===== src/rtl/execute_stage_pkg.sv =====
// Shared pipeline definitions for the execute stage: forwarding selects,
// branch funct3 codes, the D->E pipeline register layout and its bubble value.
package execute_stage_pkg;

    typedef enum logic [1:0] {
        FWD_RF     = 2'b00,
        FWD_WB     = 2'b01,
        FWD_MEM    = 2'b10,
        FWD_RF_ALT = 2'b11
    } fwd_sel_e;

    typedef enum logic [2:0] {
        F3_BEQ  = 3'b000,
        F3_BNE  = 3'b001,
        F3_BLT  = 3'b100,
        F3_BGE  = 3'b101,
        F3_BLTU = 3'b110,
        F3_BGEU = 3'b111
    } branch_f3_e;

    typedef struct packed {
        logic        reg_write;
        logic        mem_write;
        logic        branch;
        logic        jump;
        logic        jalr;
        logic        alu_src;
        logic [1:0]  result_src;
        logic [2:0]  alu_control;
        logic [2:0]  funct3;
        logic [4:0]  rs1;
        logic [4:0]  rs2;
        logic [4:0]  rd;
        logic [31:0] rd1;
        logic [31:0] rd2;
        logic [31:0] pc;
        logic [31:0] imm_ext;
        logic [31:0] pc_plus4;
    } ex_reg_t;

    // A bubble is the all-zero record: no writes, no branch, no jump.
    localparam ex_reg_t EX_BUBBLE = '0;

    function automatic logic [31:0] fwd_mux(
        input logic [1:0]  sel,
        input logic [31:0] rf_val,
        input logic [31:0] wb_val,
        input logic [31:0] mem_val
    );
        logic [31:0] res;
        case (sel)
            FWD_WB:  res = wb_val;
            FWD_MEM: res = mem_val;
            default: res = rf_val;
        endcase
        return res;
    endfunction

endpackage


===== src/rtl/branch_comparator.sv =====
// Branch condition evaluator: compares the forwarded operands according to
// the branch funct3; unsupported codes never take.
module branch_comparator
    import execute_stage_pkg::*;
(
    input  logic [31:0] a,
    input  logic [31:0] b,
    input  logic [2:0]  funct3,
    output logic        taken
);

    always_comb begin
        taken = 1'b0;
        case (funct3)
            F3_BEQ:  taken = (a == b);
            F3_BNE:  taken = (a != b);
            F3_BLT:  taken = ($signed(a) <  $signed(b));
            F3_BGE:  taken = ($signed(a) >= $signed(b));
            F3_BLTU: taken = (a <  b);
            F3_BGEU: taken = (a >= b);
            default: taken = 1'b0;
        endcase
    end

endmodule


===== src/rtl/execute_stage.sv =====
// Execute stage: D->E pipeline register with flush, operand forwarding,
// branch/jump resolution and taken/bubble event counters.
module execute_stage
    import execute_stage_pkg::*;
(
    input  logic        clk,
    input  logic        rst,
    input  logic [31:0] RD1D,
    input  logic [31:0] RD2D,
    input  logic [31:0] PCD,
    input  logic [31:0] ImmExtD,
    input  logic [31:0] PCPlus4D,
    input  logic [4:0]  Rs1D,
    input  logic [4:0]  Rs2D,
    input  logic [4:0]  RdD,
    input  logic        RegWriteD,
    input  logic        MemWriteD,
    input  logic        BranchD,
    input  logic        JumpD,
    input  logic        JalrD,
    input  logic        ALUSrcD,
    input  logic [1:0]  ResultSrcD,
    input  logic [2:0]  ALUControlD,
    input  logic [2:0]  funct3D,
    input  logic        FlushE,
    input  logic [1:0]  ForwardAE,
    input  logic [1:0]  ForwardBE,
    input  logic [31:0] ALUResultM,
    input  logic [31:0] ResultW,
    output logic [4:0]  Rs1E,
    output logic [4:0]  Rs2E,
    output logic [4:0]  RdE,
    output logic [1:0]  ResultSrcE,
    output logic        PCSrcE,
    output logic [31:0] PCTargetE,
    output logic [31:0] SrcAE,
    output logic [31:0] SrcBE,
    output logic [31:0] WriteDataE,
    output logic [31:0] PCPlus4E,
    output logic [2:0]  ALUControlE,
    output logic        RegWriteE,
    output logic        MemWriteE,
    output logic [31:0] TakenCount,
    output logic [31:0] BubbleCount
);

    ex_reg_t     d_in;
    ex_reg_t     ex_q;
    logic        branch_taken;
    logic [31:0] jalr_sum;

    always_comb begin
        d_in             = EX_BUBBLE;
        d_in.reg_write   = RegWriteD;
        d_in.mem_write   = MemWriteD;
        d_in.branch      = BranchD;
        d_in.jump        = JumpD;
        d_in.jalr        = JalrD;
        d_in.alu_src     = ALUSrcD;
        d_in.result_src  = ResultSrcD;
        d_in.alu_control = ALUControlD;
        d_in.funct3      = funct3D;
        d_in.rs1         = Rs1D;
        d_in.rs2         = Rs2D;
        d_in.rd          = RdD;
        d_in.rd1         = RD1D;
        d_in.rd2         = RD2D;
        d_in.pc          = PCD;
        d_in.imm_ext     = ImmExtD;
        d_in.pc_plus4    = PCPlus4D;
    end

    // Reset and flush both squash whatever decode is presenting.
    always_ff @(posedge clk) begin
        if (rst || FlushE) begin
            ex_q <= EX_BUBBLE;
        end else begin
            ex_q <= d_in;
        end
    end

    assign Rs1E        = ex_q.rs1;
    assign Rs2E        = ex_q.rs2;
    assign RdE         = ex_q.rd;
    assign ResultSrcE  = ex_q.result_src;
    assign ALUControlE = ex_q.alu_control;
    assign RegWriteE   = ex_q.reg_write;
    assign MemWriteE   = ex_q.mem_write;
    assign PCPlus4E    = ex_q.pc_plus4;

    assign SrcAE      = fwd_mux(ForwardAE, ex_q.rd1, ResultW, ALUResultM);
    assign WriteDataE = fwd_mux(ForwardBE, ex_q.rd2, ResultW, ALUResultM);
    assign SrcBE      = ex_q.alu_src ? ex_q.imm_ext : WriteDataE;

    branch_comparator u_branch_comparator (
        .a      (SrcAE),
        .b      (WriteDataE),
        .funct3 (ex_q.funct3),
        .taken  (branch_taken)
    );

    assign PCSrcE = ex_q.jump | (ex_q.branch & branch_taken);

    // jalr targets are halfword-aligned by clearing bit 0 of the sum.
    assign jalr_sum  = SrcAE + ex_q.imm_ext;
    assign PCTargetE = ex_q.jalr ? {jalr_sum[31:1], 1'b0} : (ex_q.pc + ex_q.imm_ext);

    always_ff @(posedge clk) begin
        if (rst) begin
            TakenCount  <= '0;
            BubbleCount <= '0;
        end else begin
            if (PCSrcE) begin
                TakenCount <= TakenCount + 32'd1;
            end
            if (FlushE) begin
                BubbleCount <= BubbleCount + 32'd1;
            end
        end
    end

endmodule


===== config.mk =====
export PLATFORM = sky130hd
export DESIGN_NAME = execute_stage
export DESIGN_NICKNAME = d
export VERILOG_FILES = /design/src/rtl/execute_stage_pkg.sv /design/src/rtl/branch_comparator.sv /design/src/rtl/execute_stage.sv
export SDC_FILE = /design/constraint.sdc
export NUM_CORES = 1
export LEC_CHECK = 0
export ABC_AREA = 1
export BUFFER_PORTS_ARGS = -buffer_cell sky130_fd_sc_hd__clkbuf_2
export CORE_ASPECT_RATIO = 0.7
export CORE_MARGIN = 4
export CORE_UTILIZATION = 35
export DETAILED_ROUTE_END_ITERATION = 6
export PLACE_DENSITY_LB_ADDON = 0.12
export SYNTH_ARGS = -nofsm -noshare
export SYNTH_HDL_FRONTEND = slang
export SYNTH_SLANG_ARGS = --single-unit

===== constraint.sdc =====
create_clock -name clk -period 3.4 [get_ports clk]
set_input_delay 0.34 -clock clk [delete_from_list [all_inputs] [get_ports clk]]
set_output_delay 0.34 -clock clk [all_outputs]
set_load 0.02 [all_outputs]

==> results of run 1 <==
==> layout by cell type, fill, tap and decap left out, types with 33 or more instances in the layout <==
| cell | instances |
|---|---|
| a21oi_1 | 126 |
| a21oi_2 | 33 |
| buf_4 | 248 |
| buf_6 | 47 |
| clkbuf_2 | 478 |
| dfxtp_1 | 246 |
| dlygate4sd3_1 | 187 |
| ha_1 | 45 |
| ha_4 | 52 |
| inv_1 | 456 |
| inv_2 | 47 |
| nand2_1 | 296 |
| nand2_2 | 37 |
| nand3_1 | 68 |
| nor2_1 | 316 |
| nor3_1 | 36 |
| o21ai_0 | 90 |
| o21ai_2 | 54 |
| xor2_1 | 41 |
==> cell usage after synthesis, types with 2 or more instances <==
master | count | area (sq um)
o21ai_0 | 189 | 946
nor3_1 | 41 | 205
ha_1 | 99 | 1240
dfxtp_1 | 253 | 5060
o22ai_1 | 27 | 169
o21a_1 | 9 | 67.6
nor2_2 | 6 | 37.5
a221o_1 | 10 | 100
inv_1 | 505 | 1900
nand2_1 | 343 | 1290
a21boi_0 | 4 | 30.0
clkbuf_1 | 60 | 225
buf_6 | 6 | 67.6
nor3_2 | 3 | 30.0
inv_2 | 5 | 18.8
xor2_1 | 41 | 359
nand3b_1 | 2 | 15.0
a221oi_1 | 5 | 43.8
nor3b_1 | 6 | 45.0
clkinv_1 | 4 | 15.0
nand4_1 | 14 | 87.6
buf_1 | 7 | 26.3
a31oi_1 | 17 | 106
o21bai_1 | 13 | 97.6
buf_4 | 53 | 398
nor2_1 | 339 | 1270
nor2_4 | 4 | 45.0
xnor2_1 | 7 | 61.3
o221ai_1 | 27 | 236
a21oi_1 | 168 | 841
fa_1 | 2 | 40.0
nand2_2 | 2 | 12.5
a21o_1 | 7 | 52.6
nand3_1 | 78 | 390
o21ai_1 | 4 | 20.0
nand3_2 | 3 | 30.0
nor4_1 | 6 | 37.5
==> metal layers <==
metal	part of all wire	wire, microns
met5	0	0
met4	0.043	2920
met3	0.069	4670
met2	0.45	30500
met1	0.43	29200
==> sequential cells by signal, summed over array words and instances, names as in the netlist <==
register / cells
ex_q: 135
ALUControlE: 3
Rs1E: 5
Rs2E: 5
MemWriteE: 1
RegWriteE: 1
TakenCount: 32
ResultSrcE: 2
PCPlus4E: 32
BubbleCount: 32
RdE: 5
==> report_power, final <==
group / switching, mW / internal (mW)
logic: 1.84 / 1.51
clock network: 1.32 / 2.01
registers: 0.0994 / 3.08
==> what timing repair did <==
| action | 4_1_cts | 5_1_grt |
|---|---|---|
| hold buffers | 187 | 0 |
| endpoints found under the setup margin | 28 | 27 |
| pin swaps | 65 | 113 |
| endpoints found under the hold margin | 187 | 0 |
| resized for setup | 269 | 334 |
| cloned | 1 | 4 |
| setup buffers | 39 | 32 |
==> cell type report <==
class | count | area (sq um)
fill | 4118 | 18000
multi-input combinational | 1489 | 10000
timing repair buffer | 988 | 7130
sequential | 253 | 5070
inverter | 514 | 1980
clock buffer | 38 | 788
tap | 594 | 743
clock inverter | 13 | 223
timing repair inverter | 1 | 8.76
==> cells by family (layout without fill, tap and decap cells) <==
| kind of cell | after synthesis | after routing | share of synthesized area |
|---|---|---|---|
| AOI/OAI and AO/OA | 486 | 486 | 0.175 |
| xor gates and xnor gates | 48 | 48 | 0.0267 |
| adders and majority gates | 101 | 101 | 0.0812 |
| buffers and inverters | 641 | 1554 | 0.168 |
| DFF | 253 | 253 | 0.322 |
| and+or+nand+nor | 854 | 854 | 0.226 |
==> stage by stage <==
step                      cells  power [mW]  setup TNS [ns]  hold WS [ns]  utilization
after floorplan            2383        4.55               0         0.452            -
after global placement     3583        5.65          -22.60         0.460        0.458
after detailed placement   3583        5.67          -25.53         0.469        0.458
after CTS                  3861        9.52          -0.877      0.000510        0.556
after global routing       3890        10.3           -3.32        0.0205        0.590
final                      3890        9.86          -0.953        0.0254        0.590
==> critical path: cells and delay by family <==
kind	cells	cell delay, ns
AO/OA/AOI/OAI	3	0.37
adder cells (fa/ha/maj)	2	0.61
buffers and inverters	10	1.10
AND/OR/NAND/NOR	9	0.80
==> worst min-delay path by stage <==
stage                    start              end  slack, ns  depth (start not counted)
2_1_floorplan   ALUControlD[0]   ALUControlE[0]       0.45                          2
3_3_place_gp   BubbleCount[31]  BubbleCount[31]       0.46                          2
3_5_place_dp   BubbleCount[31]  BubbleCount[31]       0.47                          2
4_1_cts               RD2D[18]        ex_q[114]     0.0005                          3
5_1_grt               RD2D[18]        ex_q[114]       0.02                          3
6_report              RD2D[18]        ex_q[114]       0.03                          3
==> flow_metrics.env, run 1 <==
export IMPL_crit_end="PCSrcE"
export IMPL_fp_dieW_microns=261
export IMPL_relSlewSlack=0.210
export IMPL_drt_pass1_iter_count=6
export IMPL_cpMaxStageDelayCell="ha_4"
export IMPL_dieArea_sq_mm=0.0485
export IMPL_grt_antenna_before_repair=0
export IMPL_viasPerCell=4.81
export IMPL_first_iter_violations=1185
export IMPL_netlist_area_sq_mm=0.0157
export IMPL_r2r_start="ex_q[100]"
export IMPL_gp_congestion=0.969
export IMPL_status="finished, violations left"
export IMPL_crit_path_cell_trace="buf_8 > inv_4 > ha_4 > clkinv_8 > buf_12 > buf_4 > o221ai_2 > o21ai_0 > inv_1 > ha_1 > nand2_1 > nor2_2 > nand2_2 > buf_4 > inv_1 > a21oi_4 > nand3_1 > nand2_1 > inv_1 > nor2_2 > nand3_2 > nand2_4 > nand2_2 > buf_8"
export IMPL_wl_per_cell_microns=17.3
export IMPL_synth_cell_types=51
export IMPL_post_route_period_util=1.06
export IMPL_tightest_slew_ns=1.18
export IMPL_maxCapViolations=0
export IMPL_clk_path_buf_depth=3
export IMPL_drc=0
export IMPL_critical_path_endpoint_type="output port"
export IMPL_clk_latency_ns=0.58
export IMPL_ios=507
export IMPL_vdd_drop_max_mv=0.384
export IMPL_slowest_delay_ns=0.33
export IMPL_grt_max_degree=86
export IMPL_rsz0062_at_grt="yes"
export IMPL_use_met1=0.345
export IMPL_critPathLaunchType="input port"
export IMPL_grt_pass1_vias=18300
export IMPL_pre_cts_slack_ns=-0.621
export IMPL_drive_gt1_frac=0.373
export IMPL_cts_root_buffer="clkbuf_16"
export IMPL_worstReg2RegEnd="TakenCount[9]"
export IMPL_place_area_sq_mm=0.0202
export IMPL_crit_arrival_ns=3.26
export IMPL_worstPathRequired_ns=3.06
export IMPL_top_usage_layer="met2"
export IMPL_hold_viol_final=0
export IMPL_reg2reg_slack_ns=0.42
export IMPL_netlist_instances=2383
export IMPL_dpl_hpwl_mm=50.8
export IMPL_ys_warn_count=0
export IMPL_p_per_area_mw_per_mm2=379
export IMPL_num_rows=64
export IMPL_grt_pass1_wl_mm=99.7
export IMPL_clock_sinks=253
export IMPL_cp_common_cell="inv_1"
export IMPL_ant_nets=0
export IMPL_finalWorstSetupSlack_ns=-0.202
export IMPL_grt_total_usage=0.260
export IMPL_timing_final_max_slew_violations=0
export IMPL_syn_nets=2744
export IMPL_vias=18700
export IMPL_area_growth_syn_to_layout_pct=65.2
export IMPL_syn_area_per_cell_sq_um=6.60
export IMPL_cts_tree="done"
export IMPL_synth_edf_count=0
export IMPL_path_max_fanout=13
export IMPL_hp_class="in -> reg"
export IMPL_coreArea_sq_mm=0.0440
export IMPL_skew_ns=0.0156
export IMPL_cts_buffers=28
export IMPL_use_met2=0.425
export IMPL_path_clk_slew_ns=0.06
export IMPL_nNetsFinal=3636
export IMPL_grt_overflow_total=0
export IMPL_wirelength_mm=67.3
export IMPL_critPathKind="in -> out"
export IMPL_grtUsageMet3=0.0436
export IMPL_fmax_ghz=0.278
export IMPL_synth_seq_cells=253
export IMPL_yosysSeqAreaShare=0.322
export IMPL_initial_utilization=0.357
export IMPL_final_cell_area_sq_mm=0.0260
export IMPL_h_tree_depth=1
export IMPL_diodes=0
export IMPL_async_flop_share=0
export IMPL_place_port_buffers=506
export IMPL_rr_worst_depth=22
export IMPL_cp_startpoint="ForwardAE[0]"
export IMPL_setup_viol=13
export IMPL_violations="setup timing"
export IMPL_fin_crit_ns=3.60
export IMPL_synth_ff_type="dfxtp_1"
export IMPL_die_h_microns=185
export IMPL_power_leakage_nw=13.2
(Power assumes the default switching activity.)
==> run 2: changes to the inputs <==
--- a/config.mk
+++ b/config.mk
@@ -7,7 +7,6 @@
 export LEC_CHECK = 0
 export ABC_AREA = 1
 export BUFFER_PORTS_ARGS = -buffer_cell sky130_fd_sc_hd__clkbuf_2
-export CORE_ASPECT_RATIO = 0.7
 export CORE_MARGIN = 4
 export CORE_UTILIZATION = 35
 export DETAILED_ROUTE_END_ITERATION = 6
==> run 2 against run 1 <==
Net effect: the flow finishes with violations (DRC, setup timing); critical path type unchanged; largest cell class unchanged; core utilization is 0.46 points lower; global-route usage grew 2.1 points; power increased by 3.0%; sequential share of layout area is 0.090 points higher; first-iteration DRC count rose by 0.93%.
==> flow_metrics.env, run 2 (synthesized netlist as in run 1, its figures left out) <==
export IMPL_fin_setup_tns_ns=-0.508
export IMPL_h_tree_depth=1
export IMPL_cts_root_buffer="clkbuf_16"
export IMPL_path_buf_inv=8
export IMPL_dpl_hpwl_mm=54.8
export IMPL_num_rows=77
export IMPL_tightest_slew_ns=1.01
export IMPL_power_leakage_nw=13.2
export IMPL_timing_final_max_slew_violations=0
export IMPL_hp_class="in -> reg"
export IMPL_drc=33
export IMPL_cts_tree="done"
export IMPL_place_port_buffers=506
export IMPL_rr_worst_depth=24
export IMPL_crit_path_cell_trace="clkbuf_16 > inv_4 > ha_4 > inv_4 > buf_12 > buf_12 > o221ai_1 > o21ai_1 > inv_2 > ha_4 > buf_6 > nand2_2 > nor2_1 > nand2_1 > o21ai_4 > a21boi_2 > o21ai_2 > nand2_1 > a21oi_1 > nor2_1 > nor2_2 > clkbuf_8"
export IMPL_wl_per_cell_microns=18.3
export IMPL_final_cell_area_sq_mm=0.0260
export IMPL_critPathKind="in -> out"
export IMPL_dieArea_sq_mm=0.0484
export IMPL_top_register="ex_q"
export IMPL_critPathLaunchType="input port"
export IMPL_r2r_start="ex_q[100]"
export IMPL_grt_overflow_total=0
export IMPL_first_iter_violations=1196
export IMPL_grt_antenna_before_repair=2
export IMPL_wirelength_mm=71.2
export IMPL_relSlewSlack=0.328
export IMPL_clk_latency_ns=0.61
export IMPL_grt_max_degree=81
export IMPL_worstReg2RegEnd="TakenCount[24]"
export IMPL_post_route_util=0.586
export IMPL_cpMaxStageDelayCell="ha_4"
export IMPL_grt_total_usage=0.280
export IMPL_viasPerCell=4.81
export IMPL_hold_viol_final=0
export IMPL_cts_buffers=30
export IMPL_rsz0062_at_grt="yes"
export IMPL_netSwitchingFraction=0.332
export IMPL_post_route_period_util=1.03
export IMPL_ant_nets=0
export IMPL_skew_ns=0.0480
export IMPL_path_max_fanout=9
export IMPL_p_clk_frac=0.356
export IMPL_place_area_sq_mm=0.0204
export IMPL_slowest_delay_ns=0.30
export IMPL_stdcell_count=3891
export IMPL_internal_power_mw=6.78
export IMPL_initial_utilization=0.355
export IMPL_cp_startpoint="ForwardAE[0]"
export IMPL_ios=507
export IMPL_grt_pass1_wl_mm=106
export IMPL_min_from="RD2D[23]"
export IMPL_critical_path_endpoint_type="output port"
export IMPL_mostFrequentLayoutCell="clkbuf_2"
export IMPL_dpl_cell_count=3593
export IMPL_p_per_area_mw_per_mm2=391
export IMPL_clock_sinks=253
export IMPL_gp_congestion=0.946
export IMPL_path_clk_slew_ns=0.07
export IMPL_finalWorstSetupSlack_ns=-0.118
export IMPL_fill_cells=4152
export IMPL_p_comb_frac=0.330
export IMPL_net_switching_power_mw=3.38
export IMPL_nNetsFinal=3635
export IMPL_final_cell_mix="480 x clkbuf_2, 457 x inv_1, 322 x nor2_1, 302 x nand2_1, 258 x buf_4"
export IMPL_reg2reg_slack_ns=0.45
export IMPL_worstPathRequired_ns=3.06
export IMPL_drive_gt1_frac=0.371
export IMPL_drt_pass1_iter_count=7
export IMPL_fp_dieW_microns=220
export IMPL_crit_arrival_ns=3.18
export IMPL_whs_path_depth=3
export IMPL_status="finished, violations left"
export IMPL_coreArea_sq_mm=0.0443
export IMPL_largest_register_ffs=135
export IMPL_area_growth_syn_to_layout_pct=64.9
export IMPL_fin_crit_ns=3.52
export IMPL_violations="DRC, setup timing"
export IMPL_grt_pass1_vias=18900
export IMPL_fmax_ghz=0.284
export IMPL_die_h_microns=220
export IMPL_vdd_drop_max_mv=0.414
export IMPL_pwr_share_seq=0.314
export IMPL_maxCapViolations=0
export IMPL_clk_path_buf_depth=3
export IMPL_setup_viol=8
export IMPL_hold_end="ex_q[119]"
export IMPL_critical_path_top_delay_family="buffers and inverters"
export IMPL_vias=18700
-- run 2: per-layer routing --
layer,up-vias,routed length (microns),GRT usage
met2,636,33400,0.468
met4,2,3760,0.124
li1,9288,-,-
met1,8608,29600,0.349
met5,-,8,0
met3,173,4500,0.0571
-- run 2: worst max-delay path by stage --
stage	end	slack (ns)	depth (start not counted)
after floorplan	PCTargetE[28]	0.002	20
after global placement	PCTargetE[30]	-0.38	20
after detailed placement	PCTargetE[12]	-0.43	20
after CTS	PCTargetE[18]	-0.12	16
after global routing	PCTargetE[23]	-0.29	23
final	PCTargetE[26]	-0.12	22
-- run 2: timing repair --
action	4_1_cts	5_1_grt
gates resized for setup	298	227
hold buffers	188	0
cloned	5	1
pin swaps	68	62
endpoints found under the setup margin	26	26
hold endpoints to repair	188	0
setup buffers	29	22
-- run 2: metrics by stage --
stage | setup slack [ns] | hold WS [ns] | power, mW
CTS | -0.117 | 0.00794 | 9.98
global placement | -0.383 | 0.461 | 5.76
floorplan | 0.00236 | 0.452 | 4.55
finish | -0.118 | 0.0272 | 10.2
detailed placement | -0.427 | 0.466 | 5.78
global route | -0.290 | 0.0178 | 10.6
-- run 2: area by class of cell --
type                       instances  area, sq um  area share
timing repair buffer             986         7170       0.276
inverter                         514         1960      0.0754
sequential                       253         5090       0.196
tap                              592          741      0.0285
multi-input combinational       1489         9880       0.381
clock buffer                      37          827      0.0319
clock inverter                    19          289      0.0111
antenna                            1         2.50   0.0000964
-- run 2: power by group through the flow --
| stage | clock network (mW) | logic (mW) | registers [mW] |
|---|---|---|---|
| 5_1_grt | 3.83 | 3.60 | 3.20 |
| 3_3_place_gp | 0 | 2.52 | 3.24 |
| 4_1_cts | 3.71 | 3.09 | 3.18 |
| 2_1_floorplan | 0 | 1.32 | 3.23 |
| 3_5_place_dp | 0 | 2.54 | 3.24 |
| 6_report | 3.62 | 3.35 | 3.19 |
-- run 2: worst reg2reg max path, delay by kind of cell, from the launching register on --
kind                       cells  cell delay (ns)
AOI/OAI and AO/OA              1             0.24
adders and majority gates      1             0.29
buffers and inverters          7             0.77
DFF                            1             0.30
and+or+nand+nor               15             1.20
